==> config.mk <==
export PLATFORM = sky130hd
export DESIGN_NAME = lane_pipe_reg
export DESIGN_NICKNAME = d
export VERILOG_FILES = /design/src/rtl/lane_pipe_reg_pkg.sv /design/src/rtl/lane_pipe_entry.sv /design/src/rtl/lane_pipe_reg.sv
export SDC_FILE = /design/constraint.sdc
export NUM_CORES = 1
export LEC_CHECK = 0
export CORE_MARGIN = 3
export CORE_UTILIZATION = 45
export DETAILED_ROUTE_END_ITERATION = 10
export GPL_ROUTABILITY_DRIVEN = 0
export PLACE_DENSITY_LB_ADDON = 0.05
export SETUP_SLACK_MARGIN = 0.5
export SYNTH_ARGS = -nofsm -noshare
export SYNTH_HDL_FRONTEND = slang
export SYNTH_SLANG_ARGS = --single-unit
==> constraint.sdc <==
create_clock -name clk -period 2.7 [get_ports clk]
set_input_delay 0.405 -clock clk [delete_from_list [all_inputs] [get_ports clk]]
set_output_delay 0.405 -clock clk [all_outputs]
set_load 0.05 [all_outputs]
==> src/rtl/lane_pipe_reg_pkg.sv <==
// Shared definitions for the N-lane pipeline stage register: lane index
// type, entry source selector, kill-mask and lane slice helpers.
package lane_pipe_reg_pkg;

    localparam int MAX_LANES  = 32;
    localparam int LANE_IDX_W = $clog2(MAX_LANES);

    typedef logic [LANE_IDX_W-1:0] laneIdx_t;

    // Where an entry takes its next contents from at the coming edge
    typedef enum logic [1:0] {
        SRC_HOLD = 2'd0,
        SRC_UP   = 2'd1,
        SRC_SKID = 2'd2,
        SRC_NONE = 2'd3
    } entrySrc_e;

    // Kill mask: either the raw flush vector, or a prefix-OR so that a flush
    // in lane i also kills every younger lane j > i
    function automatic logic [MAX_LANES-1:0] killMask(
        input logic [MAX_LANES-1:0] flushVec,
        input logic                 younger
    );
        logic [MAX_LANES-1:0] k;
        logic                 acc;
        k   = '0;
        acc = 1'b0;
        for (int i = 0; i < MAX_LANES; i++) begin
            acc  = acc | flushVec[i];
            k[i] = younger ? acc : flushVec[i];
        end
        return k;
    endfunction

    // Lowest bit of a lane's payload inside a packed group
    function automatic int laneLsb(input laneIdx_t lane, input int width);
        return int'(lane) * width;
    endfunction

endpackage

==> src/rtl/lane_pipe_entry.sv <==
// One storage entry of the stage: a per-lane valid vector plus payload.
// The entry can hold, load a new group, or be cleared; the kill mask is
// applied on top of whichever of these happens.
module lane_pipe_entry
    import lane_pipe_reg_pkg::*;
#(
    parameter int LANES      = 2,
    parameter int DATA_W     = 32,
    parameter int CLEAR_DATA = 1
) (
    input  logic                    clk_i,
    input  logic                    rstN_i,
    input  logic                    load_i,
    input  logic                    clear_i,
    input  logic [LANES-1:0]        kill_i,
    input  logic [LANES-1:0]        valid_i,
    input  logic [LANES*DATA_W-1:0] data_i,
    output logic [LANES-1:0]        valid_o,
    output logic [LANES*DATA_W-1:0] data_o
);

    logic [LANES-1:0]        valid_q, valid_d;
    logic [LANES*DATA_W-1:0] data_q, data_d;

    // Pick the next contents, strip killed lanes and scrub dead lane payloads
    always_comb begin
        valid_d = clear_i ? '0 : (load_i ? valid_i : valid_q);
        valid_d = valid_d & ~kill_i;
        data_d  = load_i ? data_i : data_q;
        if (CLEAR_DATA != 0) begin
            for (int l = 0; l < LANES; l++) begin
                if (!valid_d[l]) begin
                    data_d[laneLsb(laneIdx_t'(l), DATA_W) +: DATA_W] = '0;
                end
            end
        end
    end

    // Entry storage with asynchronous discard of all contents
    always_ff @(posedge clk_i or negedge rstN_i) begin
        if (!rstN_i) begin
            valid_q <= '0;
            data_q  <= '0;
        end else begin
            valid_q <= valid_d;
            data_q  <= data_d;
        end
    end

    assign valid_o = valid_q;
    assign data_o  = data_q;

endmodule

==> src/rtl/lane_pipe_reg.sv <==
// N-lane pipeline stage register with valid/ready handshake, one-entry skid
// buffer and per-lane flush. Head entry drives the downstream side; the
// skid catches the group accepted while the head is stalled.
module lane_pipe_reg
    import lane_pipe_reg_pkg::*;
#(
    parameter int LANES         = 2,
    parameter int DATA_W        = 32,
    parameter int FLUSH_YOUNGER = 1,
    parameter int CLEAR_DATA    = 1
) (
    input  logic                    clk,
    input  logic                    rst,
    input  logic [LANES-1:0]        up_valid,
    input  logic [LANES*DATA_W-1:0] up_data,
    output logic                    up_ready,
    output logic [LANES-1:0]        dn_valid,
    output logic [LANES*DATA_W-1:0] dn_data,
    input  logic                    dn_ready,
    input  logic [LANES-1:0]        flush,
    output logic [1:0]              occupancy
);

    logic [LANES-1:0]        headValid, skidValid, killVec;
    logic [LANES*DATA_W-1:0] headData, skidData;
    logic                    headLive, skidLive, upFire, dnFire;
    entrySrc_e               headSrc, skidSrc;
    logic [LANES-1:0]        preHeadValid, preSkidValid;
    logic                    headLoad, headClear, skidLoad, skidClear;
    logic [LANES-1:0]        headInValid;
    logic [LANES*DATA_W-1:0] headInData;

    assign headLive  = |headValid;
    assign skidLive  = |skidValid;
    assign up_ready  = ~skidLive;
    assign upFire    = up_ready & (|up_valid);
    assign dnFire    = headLive & dn_ready;
    assign killVec   = LANES'(killMask(MAX_LANES'(flush), FLUSH_YOUNGER != 0));
    assign dn_valid  = headValid;
    assign dn_data   = headData;
    assign occupancy = {1'b0, headLive} + {1'b0, skidLive};

    // Choose entry sources: transfer first, then promote the skid if the
    // kill mask leaves the head dead while the younger group survives
    always_comb begin
        headSrc = SRC_HOLD;
        skidSrc = SRC_HOLD;
        if (dnFire) begin
            if (skidLive) begin
                headSrc = SRC_SKID;
                skidSrc = SRC_NONE;
            end else if (upFire) begin
                headSrc = SRC_UP;
            end else begin
                headSrc = SRC_NONE;
            end
        end else if (headLive) begin
            if (!skidLive && upFire) begin
                skidSrc = SRC_UP;
            end
        end else if (upFire) begin
            headSrc = SRC_UP;
        end

        case (headSrc)
            SRC_UP:   preHeadValid = up_valid;
            SRC_SKID: preHeadValid = skidValid;
            SRC_NONE: preHeadValid = '0;
            default:  preHeadValid = headValid;
        endcase
        case (skidSrc)
            SRC_UP:   preSkidValid = up_valid;
            SRC_NONE: preSkidValid = '0;
            default:  preSkidValid = skidValid;
        endcase

        if (!(|(preHeadValid & ~killVec)) && (|(preSkidValid & ~killVec))) begin
            headSrc = (skidSrc == SRC_UP) ? SRC_UP : SRC_SKID;
            skidSrc = SRC_NONE;
        end
    end

    // Turn the chosen sources into entry load/clear controls and head input
    always_comb begin
        headLoad    = (headSrc == SRC_UP) || (headSrc == SRC_SKID);
        headClear   = (headSrc == SRC_NONE);
        skidLoad    = (skidSrc == SRC_UP);
        skidClear   = (skidSrc == SRC_NONE);
        headInValid = up_valid;
        headInData  = up_data;
        if (headSrc == SRC_SKID) begin
            headInValid = skidValid;
            headInData  = skidData;
        end
    end

    lane_pipe_entry #(
        .LANES      (LANES),
        .DATA_W     (DATA_W),
        .CLEAR_DATA (CLEAR_DATA)
    ) uHead (
        .clk_i   (clk),
        .rstN_i  (rst),
        .load_i  (headLoad),
        .clear_i (headClear),
        .kill_i  (killVec),
        .valid_i (headInValid),
        .data_i  (headInData),
        .valid_o (headValid),
        .data_o  (headData)
    );

    lane_pipe_entry #(
        .LANES      (LANES),
        .DATA_W     (DATA_W),
        .CLEAR_DATA (CLEAR_DATA)
    ) uSkid (
        .clk_i   (clk),
        .rstN_i  (rst),
        .load_i  (skidLoad),
        .clear_i (skidClear),
        .kill_i  (killVec),
        .valid_i (up_valid),
        .data_i  (up_data),
        .valid_o (skidValid),
        .data_o  (skidData)
    );

endmodule

==> summary.txt, run 1 <==
Run status
  – Status: complete, no violations

Worst setup path
  – Critical Path RT: 3040 ps
  – CP Buf/Inv Count: 1
  – R2R Setup Slk: 130 ps
  – R2r worst-path depth: 7
  – Worst setup EP type: flip-flop
  – R2R Path End: uHead.data_o[24]$_DFFE_PN0P_
  – CP Cell Sequence: clkdlybuf4s50_1 -> nand2b_4 -> a22o_4 -> nor3_4 -> o22a_1 -> ha_4 -> or4_4 -> o21ai_1
  – Crit Path Class: input pin to flip-flop
  – R2r startpoint: uHead.valid_o[1]$_DFF_PN0_
  – Largest delay share family, worst path: simple AND/OR/NAND/NOR gates
  – Crit path max fanout: 8
  – Slowest cell on the critical path: or4_4
  – Critical Path Max Stage Delay: 680 ps
  – Crit start category: input pin
  – Arrival time worst endpoint: 2940 ps

Global route
  – Overflow after GRT: 0
  – Vias in the first global route: 5,015
  – Largest net degree at the start of global routing: 133
  – Antenna violations before repair: 0
  – First-pass GRT wire length: 25,300 um
  – GRT Resource Usage Total: 21.9%

STA
  – Tcrit/Tclk final: 96.2%
  – Worst-Margin Slew: 719 ps
  – Final max-slew violation count: 0
  – # setup viols final: 0
  – WHS: 85.6 ps
  – Fmax: 385 MHz
  – Final hold violation count: 0
  – Rel. slew slack: 52.1%
  – Setup TNS: 0 ps
  – Layout Skew: 5.72 ps
  – RSZ-0062 raised after global routing: true
  – Final WS setup: 102 ps
  – Minimum clock period: 2600 ps

Pwr
  – IR drop worst, VDD: 0.450 mV
  – Power per cell area: 658 nW/um^2
  – Leakage: 3.84 nW
  – Total Power: 5.87 mW

Finish
  – Layout Nets: 849
  – Fin util: 69.2%
  – # diodes: 0
  – Fin area: 8920 um^2
  – Most frequent cells in the layout: clkdlybuf4s50_1, dfrtp_1, nand2_1
  – Layout cells sized above 1: 15.0%
  – Fin cells: 959
  – Filler cell count in the final layout: 980
  – Area Overhead vs Synth: 47.7%
  – Commonest non-fill, non-tap cell in the layout: clkdlybuf4s50_1

Clock tree
  – Total CTS buffers: 17
  – CTS max path bufs: 2
  – CTS H-Tree Depth: 4
  – Number of clock sinks: 132
  – Clk_lat worst skew: 420 ps
  – CTS tree: built
  – Clock Pin Slew Worst Setup and Hold Paths: 50 ps
  – Root buffer cell: clkbuf_16

Detailed routing
  – Router iterations before antenna repair: 4
  – Initial DRC count: 281
  – Final wirelength: 17,000 um
  – Avg WL per Cell: 17.8 um
  – Vias per cell: 5.29
  – Final ANT Viol Nets: 0
  – Residual DRC count: 0
  – Via Count: 5,071

Logic synthesis
  – Area contributors post-synth: dfrtp_1, mux2i_1, nand2_1, a21oi_1, nor2_1
  – Post-synth top area cell: dfrtp_1
  – Mapped Nets: 682
  – Sequential area share after synthesis: 54.7%
  – Avg Cell Area, Syn: 9.95 um^2
  – Flops & latches, synth: 132
  – Area share of the largest cell type after synthesis: 54.7%
  – Number of cells produced by synthesis: 607
  – Synth warnings: 0
  – Syn Std Cell Area: 6040 um^2
  – Netlist cell types: 31

Floorplan
  – Chip width: 122 um
  – Die span in y: 122 um
  – Full die area: 14,800 um^2
  – Core Region: 12,900 um^2
  – Initial core utilization: 46.9%
  – # rows: 41
  – IO Pins: 140

Placed design
  – Place WS: -480 ps
  – Placed Instances: 908
  – Placed inst area: 7860 um^2
  – Port Buffers: 139
  – Dpl hpwl: 9600 um

Flow run
  – Max-cap viol count: 0

Worst hold path
  – HP Class: input pin to async pin
final cells by class:
cell class / count / area, um^2 / area share [%]
Sequential cell: 132 / 3310 / 37.1
Clock buffer: 28 / 507 / 5.68
Tap cell: 172 / 215 / 2.41
Clock inverter: 4 / 45.0 / 0.505
Inverter: 5 / 18.8 / 0.210
Timing Repair Buffer: 188 / 2020 / 22.7
Multi-Input combinational cell: 430 / 2800 / 31.4
Yosys cell counts, drive strengths merged:
library cell	n
or3b	1
o22a	1
o311a	1
o211ai	1
nand2	101
or2	1
a2111oi	1
a31oi	1
nor3	36
ha	4
o21ai	34
o21a	1
o21bai	1
nor2	70
a22o	1
or4	2
inv	5
nand2b	3
a21oi	65
dfrtp	132
mux2i	98
nor4	1
clkbuf	26
a31o	1
o311ai	1
buf	18
registers in the layout (all words and copies together), names as in the netlist:
name           count
uHead.data_o      64
uHead.valid_o      2
uSkid.data_o      64
uSkid.valid_o      2
cells by family (layout without fill, tap and decap cells):
| kind of cell | count (synthesis) | count (layout) | synth area share [%] |
|---|---|---|---|
| mux | 98 | 98 | 16.2 |
| compound gates | 109 | 109 | 9.58 |
| flops | 132 | 132 | 54.7 |
| buf+inv | 49 | 225 | 3.73 |
| simple gates | 215 | 219 | 14.9 |
| fa+ha+maj | 4 | 4 | 0.829 |
power by group:
part	switching [mW]	total [mW]	internal, mW
clock network	0.793	2.15	1.36
registers	0.0512	2.11	2.05
logic	0.960	1.61	0.652
timing repair:
action / CTS / global route
setup buffers: 4 / 4
cloned: 3 / 8
resized for setup: 44 / 55
endpoints found under the setup margin: 69 / 92
pin swaps: 22 / 12
hold buffers: 0 / 0
metal layers:
metal	wire length (um)	vias to the layer above	global-route usage [%]
met5	0	-	0
met4	177	0	6.09
met3	1110	13	7.52
met2	8480	147	35.0
met1	7260	2495	28.7
li1	-	2416	-
worst max path at each step:
stage,endpoint,slack (ps),depth (start not counted),from
after detailed placement,uHead.data_o[18]$_DFFE_PN0P_,-480,8,flush[1]
after global placement,uHead.data_o[18]$_DFFE_PN0P_,-390,8,flush[1]
after CTS,uHead.data_o[45]$_DFFE_PN0P_,160,11,uSkid.valid_o[1]$_DFF_PN0_
final,uHead.data_o[24]$_DFFE_PN0P_,100,8,dn_ready
after global routing,uHead.data_o[20]$_DFFE_PN0P_,50,7,uHead.valid_o[1]$_DFF_PN0_
after floorplan,uHead.data_o[0]$_DFFE_PN0P_,20,10,uHead.valid_o[1]$_DFF_PN0_
Note: power is estimated with default switching activity, not from simulation.
==> run 2, diff against run 1 <==
--- a/config.mk
+++ b/config.mk
@@ -5,10 +5,12 @@
 export SDC_FILE = /design/constraint.sdc
 export NUM_CORES = 1
 export LEC_CHECK = 0
+export CORE_ASPECT_RATIO = 1.25
 export CORE_MARGIN = 3
-export CORE_UTILIZATION = 45
+export CORE_UTILIZATION = 43
 export DETAILED_ROUTE_END_ITERATION = 10
 export GPL_ROUTABILITY_DRIVEN = 0
+export GPL_TIMING_DRIVEN = 0
 export PLACE_DENSITY_LB_ADDON = 0.05
 export SETUP_SLACK_MARGIN = 0.5
 export SYNTH_ARGS = -nofsm -noshare
==> run 2 against run 1 <==
The flow now finishes with violations (setup timing). Sequential power about the same. Register-to-register slack worse by 130 ps. Combinational power down 4%. Cell count up 2.3%. Non-clock buffer count up 27. Critical endpoint is now uHead.data_o[0]$_DFFE_PN0P_. Largest cell class unchanged. Largest power group unchanged.
==> summary.txt, run 2 (synthesis results as in run 1) <==
Detailed routing
  – Router iterations before antenna repair: 4 (unchanged)
  – Via Count: 5,098 (+0.53%)
  – Residual DRC count: 0 (unchanged)
  – Initial DRC count: 212 (-25%)
  – Avg WL per Cell: 16.7 um (-5.9%)
  – Final ANT Viol Nets: 0 (unchanged)
  – Final wirelength: 16,400 um (-3.8%)
  – Vias per cell: 5.20 (-1.7%)

Global route
  – Largest net degree at the start of global routing: 101 (-24%)
  – Vias in the first global route: 5,224 (+4.2%)
  – Overflow after GRT: 0 (unchanged)
  – Antenna violations before repair: 3 (+3)
  – First-pass GRT wire length: 26,100 um (+3.0%)
  – GRT Resource Usage Total: 20.5% (-1.4 points)

Finish
  – Fin util: 66.9% (-2.4 points)
  – Commonest non-fill, non-tap cell in the layout: clkdlybuf4s50_1
  – Fin cells: 981 (+2.3%)
  – Layout Nets: 872 (+2.7%)
  – Layout cells sized above 1: 17.2% (+2.2 points)
  – Most frequent cells in the layout: clkdlybuf4s50_1, dfrtp_1, nand2_1
  – Area Overhead vs Synth: 49.2%

Worst setup path
  – Arrival time worst endpoint: 3020 ps (+80 ps)
  – Crit Path Class: flip-flop to flip-flop
  – Crit path max fanout: 6 (-2)
  – Worst setup EP type: flip-flop
  – Critical Path RT: 3020 ps (-20 ps)
  – Crit start category: flip-flop

Pwr
  – Net Sw Power: 1.80 mW (about the same)
  – IR drop worst, VDD: 0.360 mV (-20%)
  – Power per cell area: 662 nW/um^2 (+0.53%)
  – Clock power frac: 38.8% (+2.1 points)
  – Switching share of power: 30.2% (-0.50 points)
  – Comb pwr share: 26.0% (-1.5 points)
  – Total Power: 5.96 mW (+1.6%)
  – Sequential power share: 35.3% (-0.6 points)
  – Leakage: 3.92 nW (+1.9%)
  – Int Pwr: 4.16 mW (+2.3%)

Clock tree
  – CTS H-Tree Depth: 4 (unchanged)
  – CTS tree: built
  – Clock Pin Slew Worst Setup and Hold Paths: 50 ps (about the same)
  – CTS max path bufs: 2 (unchanged)
  – Number of clock sinks: 132 (unchanged)
  – Root buffer cell: clkbuf_16
  – Clk_lat worst skew: 400 ps (-20 ps)
  – Total CTS buffers: 17 (unchanged)

STA
  – Worst-Margin Slew: 565 ps (-154 ps)
  – Layout Skew: 7.48 ps (+1.76 ps)
  – Setup TNS: -2.39 ps (-2.39 ps)
  – Final max-slew violation count: 0 (unchanged)
  – Rel. slew slack: 62.2% (+10 points)
  – Minimum clock period: 2700 ps (+105 ps)
  – Final hold violation count: 0 (unchanged)
  – Fmax: 370 MHz (-3.9%)
  – Tcrit/Tclk final: 100% (+3.9 points)
  – RSZ-0062 raised after global routing: true
  – # setup viols final: 1 (+1)
  – Final WS setup: -2.39 ps (-105 ps)

Floorplan
  – Die span in y: 138 um (+14%)
  – Core Region: 13,500 um^2 (+4.6%)
  – Full die area: 15,500 um^2 (+4.5%)
  – # rows: 47 (+15%)
  – IO Pins: 140 (unchanged)
  – Chip width: 112 um (-8.1%)
  – Initial core utilization: 44.8% (-2.1 points)

Run status
  – Status: finished with violations
  – Failing checks: setup timing

Placed design
  – Placed Instances: 918 (+1.1%)
  – Place WS: -1070 ps (-593 ps)
  – Port Buffers: 139 (unchanged)
  – Dpl hpwl: 10,700 um (+12%)

Worst hold path
  – HP Class: input pin to async pin

Flow run
  – Max-cap viol count: 0 (unchanged)
==> run 2: changes by cell type in the layout (fill, tap and decap cells not counted), sizes merged, moves of 2 or more <==
cell | before | now
bufinv | 1 | 3
buf | 46 | 50
clkinvlp | 0 | 4
or4 | 6 | 2
clkbuf | 35 | 47
clkdlybuf4s50 | 132 | 130
==> run 2: area by class of cell <==
cell class | count | area (um^2)
fill | 1122 | 4460
sequential | 132 | 3310
multi-input combinational | 426 | 2700
timing repair buffer | 171 | 1780
clock buffer | 19 | 443
buffer | 44 | 387
tap | 171 | 214
clock inverter | 12 | 156
inverter | 5 | 18.8
antenna | 1 | 2.50
==> run 2: repair_timing <==
item | 4_1_cts | 5_1_grt
gates cloned | 3 | 3
pin swaps | 5 | 7
setup endpoints to repair | 82 | 116
resized for setup | 69 | 54
hold endpoints to repair | 32 | 0
buffers inserted | 16 | 8
hold buffers | 1 | 0
==> run 2: per-stage QoR <==
stage	hold WS, ps	instance area [um^2]
6_report	459	9010
5_1_grt	487	9010
4_1_cts	460	8740
3_5_place_dp	315	7790
3_3_place_gp	461	7770
2_1_floorplan	109	6160
==> run 2: routing by layer <==
layer / global-route usage [%] / vias up / part of all wire, %
li1: - / 2453 / -
met1: 25.8 / 2487 / 42
met2: 35.1 / 136 / 51
met3: 5.46 / 18 / 5.8
met4: 5.57 / 4 / 1.2
met5: 0 / - / 0.13
==> run 2: path summary, 6_finish.rpt <==
path / depth (start not counted) / startpoint / endpoint / slack (ps)
setup / recovery: 10 / uSkid.valid_o[1]$_DFF_PN0_ / uHead.data_o[0]$_DFFE_PN0P_ / -2
hold / removal: 2 / rst / uHead.data_o[4]$_DFFE_PN0P_ / 460
setup reg to reg: 10 / uSkid.valid_o[1]$_DFF_PN0_ / uHead.data_o[0]$_DFFE_PN0P_ / -2
hold reg to reg: 2 / uHead.data_o[7]$_DFFE_PN0P_ / uHead.data_o[7]$_DFFE_PN0P_ / 480
max in group asynchronous: 3 / rst / uHead.valid_o[0]$_DFF_PN0_ / 1440
min in group clk: 2 / uHead.data_o[7]$_DFFE_PN0P_ / uHead.data_o[7]$_DFFE_PN0P_ / 480
==> run 2: critical path, cell delays in order, from the launching register on <==
cell and delay, ps:
dfrtp_2 430, nand2b_4 150, a31o_4 270, nor3_4 280, o311ai_4 150, ha_4 190, buf_8 120, mux2i_2 150
or4_4 520, clkbuf_8 200, o21ai_0 160
==> run 2: power groups by stage <==
stage / combinational (mW) / sequential (mW) / clock, mW
floorplan: 0.657 / 2.36 / 0
global placement: 1.35 / 2.13 / 0
detailed placement: 1.37 / 2.14 / 0
CTS: 1.47 / 2.10 / 2.36
global route: 1.67 / 2.11 / 2.46
finish: 1.55 / 2.10 / 2.31
